[config.mk]
export PLATFORM = sky130hd
export DESIGN_NAME = baud_tick_generator
export DESIGN_NICKNAME = d
export VERILOG_FILES = /design/src/rtl/baud_tick_generator.sv
export SDC_FILE = /design/constraint.sdc
export NUM_CORES = 1
export LEC_CHECK = 0
export ABC_AREA = 1
export BUFFER_PORTS_ARGS = -buffer_cell sky130_fd_sc_hd__buf_2
export CORE_UTILIZATION = 60
export CTS_BUF_LIST = sky130_fd_sc_hd__clkbuf_8
export DETAILED_ROUTE_END_ITERATION = 8
export GPL_TIMING_DRIVEN = 0
export MAX_ROUTING_LAYER = met4
export PLACE_DENSITY_LB_ADDON = 0.15
export REMOVE_ABC_BUFFERS = 1
export SKIP_LAST_GASP = 1
export SLEW_MARGIN = 25
export SYNTH_ARGS = -nofsm -noshare
export SYNTH_HDL_FRONTEND = slang
export SYNTH_SLANG_ARGS = --single-unit
[constraint.sdc]
create_clock -name clk -period 4.8 [get_ports clk]
set_clock_uncertainty 0.05 [all_clocks]
set_input_delay 1.44 -clock clk [delete_from_list [all_inputs] [get_ports clk]]
set_output_delay 1.44 -clock clk [all_outputs]
set_load 0.02 [all_outputs]
[src/rtl/baud_tick_generator.sv]
// Fractional baud generator: os_tick, baud_tick, os_phase, bclk.
// Optional BAUD_GEN_RESYNC_EN adds a resync input for RX start-bit alignment.
module baud_tick_generator #(
  parameter int CLKF   = 50_000_000,
  parameter int BR     = 115200,
  parameter int OVS    = 16,
  parameter int DIV_W  = 16,
  parameter int FRAC_W = 4
) (
  input  logic                    clk,
  input  logic                    reset,
`ifdef BAUD_GEN_RESYNC_EN
  input  logic                    resync,
`endif
  input  logic                    en,
  input  logic [DIV_W-1:0]        div_int,
  input  logic [FRAC_W-1:0]       div_frac,
  input  logic                    div_load,
  output logic                    os_tick,
  output logic                    baud_tick,
  output logic [$clog2(OVS)-1:0]  os_phase,
  output logic                    bclk,
  output logic                    cfg_err
);

  localparam int OS_W = $clog2(OVS);

  localparam logic [63:0] NUM = 64'(CLKF) << FRAC_W;
  localparam logic [63:0] DEN = 64'(BR) * 64'(OVS);
  localparam logic [63:0] DEF =
    (DEN == 64'd0) ? 64'd0 : ((NUM << 1) + DEN) / (DEN << 1);
  localparam logic [DIV_W-1:0]  DEF_INT  = DIV_W'(DEF >> FRAC_W);
  localparam logic [FRAC_W-1:0] DEF_FRAC = FRAC_W'(DEF);

  if (BR == 0 || CLKF == 0) begin : g_bad_rate
    $fatal(1, "baud_tick_generator: BR and CLKF must be nonzero");
  end
  if (OVS < 2 || (OVS & (OVS - 1)) != 0) begin : g_bad_ovs
    $fatal(1, "baud_tick_generator: OVS must be a power of 2, >= 2");
  end
  if ((DEF >> FRAC_W) < 64'd2) begin : g_def_small
    $fatal(1, "baud_tick_generator: default divisor below 2");
  end
  if ((DEF >> FRAC_W) >= (64'd1 << DIV_W)) begin : g_def_big
    $fatal(1, "baud_tick_generator: default divisor exceeds DIV_W");
  end

  logic [DIV_W-1:0]  cnt;
  logic [FRAC_W-1:0] acc;
  logic              ext;
  logic [DIV_W-1:0]  cur_int;
  logic [FRAC_W-1:0] cur_frac;
  logic [DIV_W-1:0]  sh_int;
  logic [FRAC_W-1:0] sh_frac;
  logic              pend;

  logic [DIV_W:0]    last_c;
  logic              term_c;
  logic [FRAC_W:0]   sum_c;
  logic              load_ok_c;
  logic              sync_c;

`ifdef BAUD_GEN_RESYNC_EN
  assign sync_c = resync;
`else
  assign sync_c = 1'b0;
`endif

  // ext stretches this interval by one clock when the last wrap overflowed
  assign last_c    = {1'b0, cur_int} + (DIV_W+1)'(ext)
                   - (DIV_W+1)'(1);
  assign term_c    = ({1'b0, cnt} == last_c);
  assign sum_c     = {1'b0, acc} + {1'b0, cur_frac};
  assign load_ok_c = div_load && (div_int >= DIV_W'(2));
  assign bclk      = ~os_phase[OS_W-1];

  always_ff @(posedge clk) begin
    if (!reset) begin
      cnt       <= '0;
      acc       <= '0;
      ext       <= 1'b0;
      os_phase  <= '0;
      cur_int   <= DEF_INT;
      cur_frac  <= DEF_FRAC;
      sh_int    <= DEF_INT;
      sh_frac   <= DEF_FRAC;
      pend      <= 1'b0;
      os_tick   <= 1'b0;
      baud_tick <= 1'b0;
      cfg_err   <= 1'b0;
    end else begin
      os_tick   <= 1'b0;
      baud_tick <= 1'b0;
      if (en && sync_c) begin
        cnt      <= '0;
        acc      <= '0;
        ext      <= 1'b0;
        os_phase <= '0;
        if (pend) begin
          cur_int  <= sh_int;
          cur_frac <= sh_frac;
          pend     <= 1'b0;
        end
      end else if (en && term_c) begin
        cnt       <= '0;
        {ext, acc} <= sum_c;
        os_tick   <= 1'b1;
        baud_tick <= (os_phase == OS_W'(OVS - 1));
        os_phase  <= os_phase + OS_W'(1);
        if (pend) begin
          cur_int  <= sh_int;
          cur_frac <= sh_frac;
          pend     <= 1'b0;
        end
      end else if (en) begin
        cnt <= cnt + DIV_W'(1);
      end else if (pend) begin
        cur_int  <= sh_int;
        cur_frac <= sh_frac;
        pend     <= 1'b0;
      end
      // a load in the same cycle as an apply is queued behind it
      if (load_ok_c) begin
        sh_int  <= div_int;
        sh_frac <= div_frac;
        pend    <= 1'b1;
        cfg_err <= 1'b0;
      end else if (div_load) begin
        cfg_err <= 1'b1;
      end
    end
  end

endmodule

=== Yosys cells after proc, flatten, opt, wreduce, memory -nomap -nowiden ===
Cells that the tools add are included.
Widths: inputs -> output; s select.

* Flip-flop bits (word level): 69
* Output and inout port bits: 8

* Bitwise gates (word level): 2
* Add/subtract/negate cells: 5
* Reductions and logical operators: 5
* Order comparisons: 1
* Eq/ne operators: 4
* Mux-type cells: 10

{| class="wikitable"
|+ Operators by type and width
! cell !! count
|-
| $mux 16 || 3
|-
| $add 16x1->17 || 1
|-
| $eq 16x17->1 || 1
|-
| $sub 17x1->17 const B || 1
|-
| $add 16x1->16 const B || 1
|-
| $ge 16x2->1 const B || 1
|-
| $mux 4 || 3
|-
| $add 4x4->5 || 1
|-
| $add 4x1->4 const B || 1
|-
| $eq 4x4->1 const B || 1
|-
| $mux 1 || 4
|-
| $reduce_or 2->1 || 2
|-
| $ne 3x1->1 const B || 1
|-
| $logic_and 1x1->1 || 2
|-
| $ne 2x1->1 const B || 1
|-
| $not 1->1 || 2
|-
| $reduce_and 2->1 || 1
|}

=== Depth between registers and ports, before layout ===
Gate-level depths: netlist of the first run.

* Depth after elaboration: 6
* Mapped depth: 18
* Mapped depth without buffers: 17

=== Worst setup path after synthesis of the first run ===
OpenSTA, ideal clock, no wires.

* Path kind: input -> register
* From: input en
* To: register cnt[14]
* Arrival time: 2795 ps
* Required time: 4680 ps
* Buffers on the path: 1
* Stages: 10
* Setup slack: 1885 ps
* Path through: buf_6 -> nand2_1 -> nor2_1 -> nand3_1 -> nor2_1 -> nand2_1 -> nor3_2 -> nand4_1 -> or2_2 -> a21oi_1

* Word-level cells in the longest chain between the ends: 2

{| class="wikitable"
|+ Ends and longest elaborated chain
! item !! line !! text
|-
| from (decl) || 15 || <nowiki>input logic en,</nowiki>
|-
| $logic_and 1x1->1 || 104 || <nowiki>end else if (en && term_c) begin</nowiki>
|-
| $reduce_or 2->1 (no line) || - ||
|-
| to (signal assigned) || 116 || <nowiki>cnt <= cnt + DIV_W'(1);</nowiki>
|-
| to (decl) || 48 || <nowiki>logic [DIV_W-1:0] cnt;</nowiki>
|}

Several ways; a longest one is shown, not always the timed one.
A chain may end at the register's enable or synchronous reset.

=== Worst setup path after layout of the first run ===
Ends and elaborated chain as after synthesis.

==> results of run 1 <==
registers in the layout, summed over array words and instances, names as in the netlist:
| register | cells |
|---|---|
| acc | 4 |
| ext | 1 |
| sh_int | 16 |
| baud_tick | 1 |
| pend | 1 |
| os_phase | 4 |
| cur_int | 16 |
| cfg_err | 1 |
| os_tick | 1 |
| sh_frac | 4 |
| cnt | 16 |
| cur_frac | 4 |
worst max path at each step:
stage | cells after the start | startpoint | end | slack, ps
final | 10 | en | cnt[14] | 1850
after global routing | 16 | ext | cur_int[3] | 1620
after CTS | 7 | div_int[10] | sh_int[0] | 1690
after detailed placement | 7 | div_int[10] | sh_int[0] | 1320
after global placement | 7 | div_int[10] | sh_int[0] | 1340
after floorplan | 6 | div_int[3] | sh_frac[1] | 1950
critical path, delay by kind of cell:
family          cells  cell delay, ps
compound gates      1             120
simple gates        8            1350
buf+inv             1             240
power breakdown:
part / switching (mW) / internal (mW)
sequential: 0.0238 / 0.596
clock: 0.234 / 0.242
combinational: 0.0942 / 0.0548
total: 0.352 / 0.893
stage by stage:
| step | cell area [um^2] | setup WS [ps] |
|---|---|---|
| 2_1_floorplan | 3772 | 1952 |
| 3_3_place_gp | 4021 | 1341 |
| 3_5_place_dp | 4023 | 1320 |
| 4_1_cts | 4222 | 1688 |
| 5_1_grt | 4224 | 1618 |
| 6_report | 4224 | 1854 |
cells in the final DEF (no fill, tap or decap):
cell type     n
nand2_1     141
inv_1        73
dfxtp_1      68
nand3_1      66
nor2_1       56
a21oi_1      39
buf_2        31
o21ai_0      21
nor2_2       17
xor2_1       14
nand4_1      12
clkbuf_8      9
ha_1          8
nor3_1        5
nand2_2       5
xnor2_1       5
or2_2         4
nor4_1        3
nor2_4        3
o21ai_2       3
nand2_4       2
clkinvlp_4    2
clkinv_4      2
nand3b_1      1
nand2_8       1
nor2_8        1
nor3_2        1
nor4_2        1
and3_1        1
nand3_2       1
a31oi_1       1
mux2i_1       1
fa_1          1
bufinv_16     1
inv_6         1
dfxtp_2       1
routing by layer:
| metal | wire (um) | share of wire | vias to the layer above |
|---|---|---|---|
| met1 | 3945 | 0.49 | 1599 |
| met3 | 370 | 0.046 | 16 |
| met2 | 3622 | 0.45 | 93 |
| met4 | 127 | 0.016 | 0 |
| met5 | 0 | 0 | - |
| li1 | - | - | 1892 |
logic make-up (layout without fill, tap and decap cells):
family	count (synthesis)	count (layout)
DFF	69	69
and+or+nand+nor	321	321
muxes	1	1
buffers and inverters	89	119
AOI/OAI and AO/OA	64	64
adders and majority gates	9	9
xor gates and xnor gates	19	19
layout make-up:
type                            instances  area, um^2  share of cell area
Multi-Input combinational cell        414        2123              0.5027
Tap cell                               75       93.84             0.02222
Sequential cell                        69        1383              0.3273
Clock buffer                            9       123.9             0.02932
Timing Repair Buffer                   31       155.1             0.03673
Inverter                               72       270.3             0.06398
Clock inverter                          7       75.07             0.01777
==> run summary, run 1 <==
Status -> complete, no violations
Initial drt markers -> 178
DIE HEIGHT -> 82.44 um
Vias -> 3600
GR Layer Usage met3 -> 0.05055
Synth Area in XOR/XNOR -> 0.04286
Pwr dens -> 294.8 mW/mm^2
R2r endpoint -> cur_int[4]
Mapped Area -> 0.003882 mm^2
Wire per inst -> 11.91 um
P&R area growth vs syn -> 8.798%
Power, Total -> 1.245 mW
Synth Register Bits -> 69
Vias in the first global route -> 3212
Routed vias/inst -> 5.318
Hold wc startpoint -> sh_int[2]
Most used DFF post-synth -> dfxtp_1
Clock root buffer -> clkbuf_8
# Post-CTS Setup Buffers -> 0
Synth area leaders -> dfxtp_1, nand2_1, nand3_1
Reg2Reg Setup Slack -> 1930 ps
Layout net count -> 630
Fin crit share -> 0.6137
Fillcell total -> 528
Post-layout util -> 0.6929
Final cell count without fillers -> 677
Die width -> 82.44 um
Final setup vio count -> 0
Worst r2r src -> ext
Complex-gate fraction of the synthesized area -> 0.08572
Top Usage Layer GRT -> met2
Final hold violations -> 0
Fmax -> 339.5 MHz
Largest family of logic cells by synthesized area -> simple AND/OR/NAND/NOR gates
Total wire length -> 8066 um
Largest area contributor in the netlist -> dfxtp_1
Initial Util -> 0.6369
DP Cell Count -> 661
Floorplan core area -> 0.006096 mm^2
Slew HR -> 0.4359
First-pass GRT wire length -> 13890 um
CP max stage delay -> 290 ps
Proportion of synthesized area in mux cells -> 0.002578
CTS tree -> done
Max-Cap Viols -> 0
Min-Delay Endpoint -> sh_int[2]
CP cell instances -> buf_2 > nand2_1 > nor2_1 > nand3_1 > nor2_1 > nand2_1 > nor3_2 > nand4_1 > or2_2 > a21oi_1
Most numerous cell in the Yosys netlist -> nand2_1
CTS sink count -> 69
Post-route ant nets -> 0
Crit path max fanout -> 10
Part of the Yosys area used for sequential elements -> 0.3558
Worst Hold Depth -> 2
R2R cell count -> 16
Ratio of cells with drive above 1 in the final layout -> 0.1429
Clock Pin Slew Worst Setup and Hold Paths -> 80 ps
Hpwl dp -> 5907 um
H-tree depth -> 3
Ys async rst share -> 0
Io pins -> 32
Total leakage power -> 1.969 nW
Worst path slowest cell -> or2_2
Crit path arrival time -> 3170 ps
CTS-repair resized insts -> 0
Top cell type's share of synthesized area -> 0.3558
RePlAce Congestion -> 0.9039
WP data required -> 5030 ps
Worst skew pair latency -> 340 ps
Post-CTS Hold Fix Bufs -> 0
Post-synthesis simple-gate area fraction -> 0.3841
CTS buffer count -> 9
# port buffers -> 31
# DRC -> 0
Router iterations before antenna repair -> 5
Syn Inst Count -> 572
Distinct cell type count after synthesis -> 33
Largest net degree at the start of global routing -> 50
Synth Area in Adders -> 0.03094
Post-Route Setup TNS -> 0 ps
Max Buffers Root-to-Sink -> 2
Number of synthesized flops with an enable pin -> 0
Most instantiated cells after synthesis -> nand2_1, inv_1, dfxtp_1
Element type at the critical path end -> flip-flop
RSZ-0062 raised after global routing -> no
Die area -> 0.006796 mm^2
Worst-Margin Slew -> 846.1 ps
Met1 GRT Util -> 0.3595
Startpoint types -> input port
Setup Crit Path Kind -> in -> reg
Syn. warnings -> 0
GRT Util Overall -> 0.2762
Ant diodes -> 0
Initial antenna violation count -> 0
Synth Area per Inst -> 6.788 um^2
Worst VDD drop -> 0.1740 mV
Fin crit period -> 2946 ps
GR Overflow Total -> 0
Final slew viol count -> 0
Worst hold slack -> 409.1 ps
GR Util met2 -> 0.4273
Row count -> 28
Worst hold-check path type -> reg -> reg
Note: power is estimated with default switching activity, not from simulation.
==> run 2: changes to the inputs <==
--- a/config.mk
+++ b/config.mk
@@ -7,7 +7,7 @@
 export LEC_CHECK = 0
 export ABC_AREA = 1
 export BUFFER_PORTS_ARGS = -buffer_cell sky130_fd_sc_hd__buf_2
-export CORE_UTILIZATION = 60
+export CORE_UTILIZATION = 56
 export CTS_BUF_LIST = sky130_fd_sc_hd__clkbuf_8
 export DETAILED_ROUTE_END_ITERATION = 8
 export GPL_TIMING_DRIVEN = 0
==> constraint.sdc (replaced) <==
create_clock -name clk -period 2.6 [get_ports clk]
set_clock_uncertainty 0.05 [all_clocks]
set_input_delay 0.78 -clock clk [delete_from_list [all_inputs] [get_ports clk]]
set_output_delay 0.78 -clock clk [all_outputs]
set_load 0.02 [all_outputs]
==> run 2 against run 1 <==
Compared with the run above: hold slack lost 4.2 ps; largest power group unchanged; combinational power grew 97%; power grew 87%; largest cell class unchanged; non-clock buffer count grew 2; count of clock-buffer cells in the layout is the same; worst setup slack lost 1700 ps; sequential share of layout area shrank 0.73 points; register-to-register slack lost 1800 ps; cell count grew 0.74%.
==> run summary, run 2 (synthesis gave the netlist of run 1 again) <==
Fmax -> 410.6 MHz
Total leakage power -> 1.991 nW (was 1.969 nW)
Ratio of cells with drive above 1 in the final layout -> 0.1587 (was 0.1429)
WP data required -> 2800 ps (was 5030 ps)
# DRC -> 0 (unchanged)
Setup ws final -> 164.8 ps (was 1854 ps)
Floorplan core area -> 0.006531 mm^2 (was 0.006096 mm^2)
Pwr dens -> 539.5 mW/mm^2 (was 294.8 mW/mm^2)
Ant diodes -> 0 (unchanged)
RePlAce Congestion -> 0.9083 (was 0.9039)
Row count -> 29 (was 28)
CTS tree -> done (unchanged)
Biggest regs -> cnt: 16 flops, cur_int: 16 flops, sh_int: 16 flops (unchanged)
Post-CTS Hold Fix Bufs -> 0 (unchanged)
Setup Slack @ Placement -> -213.4 ps (was 1320 ps)
Crit path arrival time -> 2640 ps (was 3170 ps)
Fin crit period -> 2435 ps
Total wire length -> 8403 um (was 8066 um)
Wire per inst -> 12.32 um (was 11.91 um)
Vias in the first global route -> 3127 (was 3212)
DP Cell Count -> 663 (was 661)
Worst VDD drop -> 0.3485 mV (was 0.1740 mV)
Power, Total -> 2.331 mW (was 1.245 mW)
# port buffers -> 31 (unchanged)
Worst hold-check path type -> reg -> reg (unchanged)
Setup Crit Path Kind -> reg -> reg (was in -> reg)
Vias -> 3574 (was 3600)
Routed vias/inst -> 5.240 (was 5.318)
CTS sink count -> 69 (unchanged)
CTS buffer count -> 9 (unchanged)
Most common cell after layout, fill and taps aside -> nand2_1 (unchanged)
Io pins -> 32 (unchanged)
First-pass GRT wire length -> 14420 um (was 13890 um)
Layout net count -> 633 (was 630)
Final cell count without fillers -> 682 (was 677)
Initial Util -> 0.5944 (was 0.6369)
Worst-Margin Slew -> 868.7 ps (was 846.1 ps)
Worst skew pair latency -> 360 ps (was 340 ps)
H-tree depth -> 3 (unchanged)
Element type at the critical path end -> flip-flop (unchanged)
Final hold violations -> 0 (unchanged)
Max Buffers Root-to-Sink -> 2 (unchanged)
Initial drt markers -> 153 (was 178)
Hpwl dp -> 5865 um (was 5907 um)
GRT Util Overall -> 0.2572 (was 0.2762)
Final setup vio count -> 0 (unchanged)
Clock root buffer -> clkbuf_8 (unchanged)
P&R area growth vs syn -> 11.28% (was 8.798%)
Router iterations before antenna repair -> 5 (unchanged)
Largest net degree at the start of global routing -> 50 (unchanged)
Slew HR -> 0.4208 (was 0.4359)
Die area -> 0.007270 mm^2 (was 0.006796 mm^2)
Die width -> 85.27 um (was 82.44 um)
Most frequent cells in the layout -> nand2_1, inv_1, dfxtp_1 (unchanged)
Final slew viol count -> 0 (unchanged)
Crit path max fanout -> 15 (was 10)
Post-route ant nets -> 0 (unchanged)
DIE HEIGHT -> 85.27 um (was 82.44 um)
Initial antenna violation count -> 0 (unchanged)
Clock Pin Slew Worst Setup and Hold Paths -> 80 ps (about the same)
Fin crit share -> 0.9366
Status -> complete, no violations (unchanged)
GR Overflow Total -> 0 (unchanged)
Startpoint types -> flip-flop (was input port)
Max-Cap Viols -> 0 (unchanged)
## run 2: metal layers
layer,vias up,GRT usage,routed length [um]
met3,20,0.06518,354
met4,0,0.08788,157
met5,-,-,0
met2,67,0.3908,3800
li1,1888,-,-
met1,1599,0.3341,4090
## run 2: area by class of cell
cell class              count  area (um^2)
flip-flops and latches     69         1383
clock buffers               9        123.9
repair buffers             33        182.7
inverters                  72        270.3
fillers                   600         2211
well taps                  77        96.34
multi-input cells         415         2191
clock inverters             7        73.82
## run 2: what timing repair did
action	4_1_cts	5_1_grt
buffers inserted	0	2
setup endpoints to repair	20	42
gates cloned	1	0
pin swaps	2	0
resized for setup	7	4
## run 2: metrics by stage
stage / setup TNS [ps] / hold WS (ps) / area (um^2) / utilization
final: 0 / 404.9 / 4320 / 0.6615
after global routing: -0.5187 / 428.1 / 4320 / 0.6615
after CTS: 0 / 407.1 / 4270 / 0.6538
after detailed placement: -2650 / 395.1 / 4025 / 0.6163
after global placement: -2693 / 387.4 / 4024 / 0.6161
after floorplan: 0 / 369.5 / 3772 / -
## run 2: path summary, 6_finish.rpt
| kind | start | endpoint | slack (ps) | cells past startpoint |
|---|---|---|---|---|
| max | ext | cur_int[2] | 160 | 17 |
| min reg2reg | sh_int[11] | sh_int[11] | 400 | 2 |
| max reg2reg | ext | cur_int[2] | 160 | 17 |
| min | sh_int[11] | sh_int[11] | 400 | 2 |
## run 2: report_power, final
part / total (mW) / internal, mW / switching [mW]
Sequential: 1.14 / 1.10 / 0.0439
Clock: 0.893 / 0.446 / 0.447
Combinational: 0.293 / 0.111 / 0.182
## run 2: critical path, cell delays in order, from the launching register on
cell     delay [ps]
dfxtp_1         300
inv_1           120
ha_4            180
ha_4            160
nand2_2         130
nor2_4          200
nand2_1          70
nand3_1         120
nand2_1          80
inv_1            60
nand2_1          60
nor2_2          130
nand3_4         150
nand2_8         120
buf_12          130
nand3_1          80
nand2_1         110
nor2_1           50
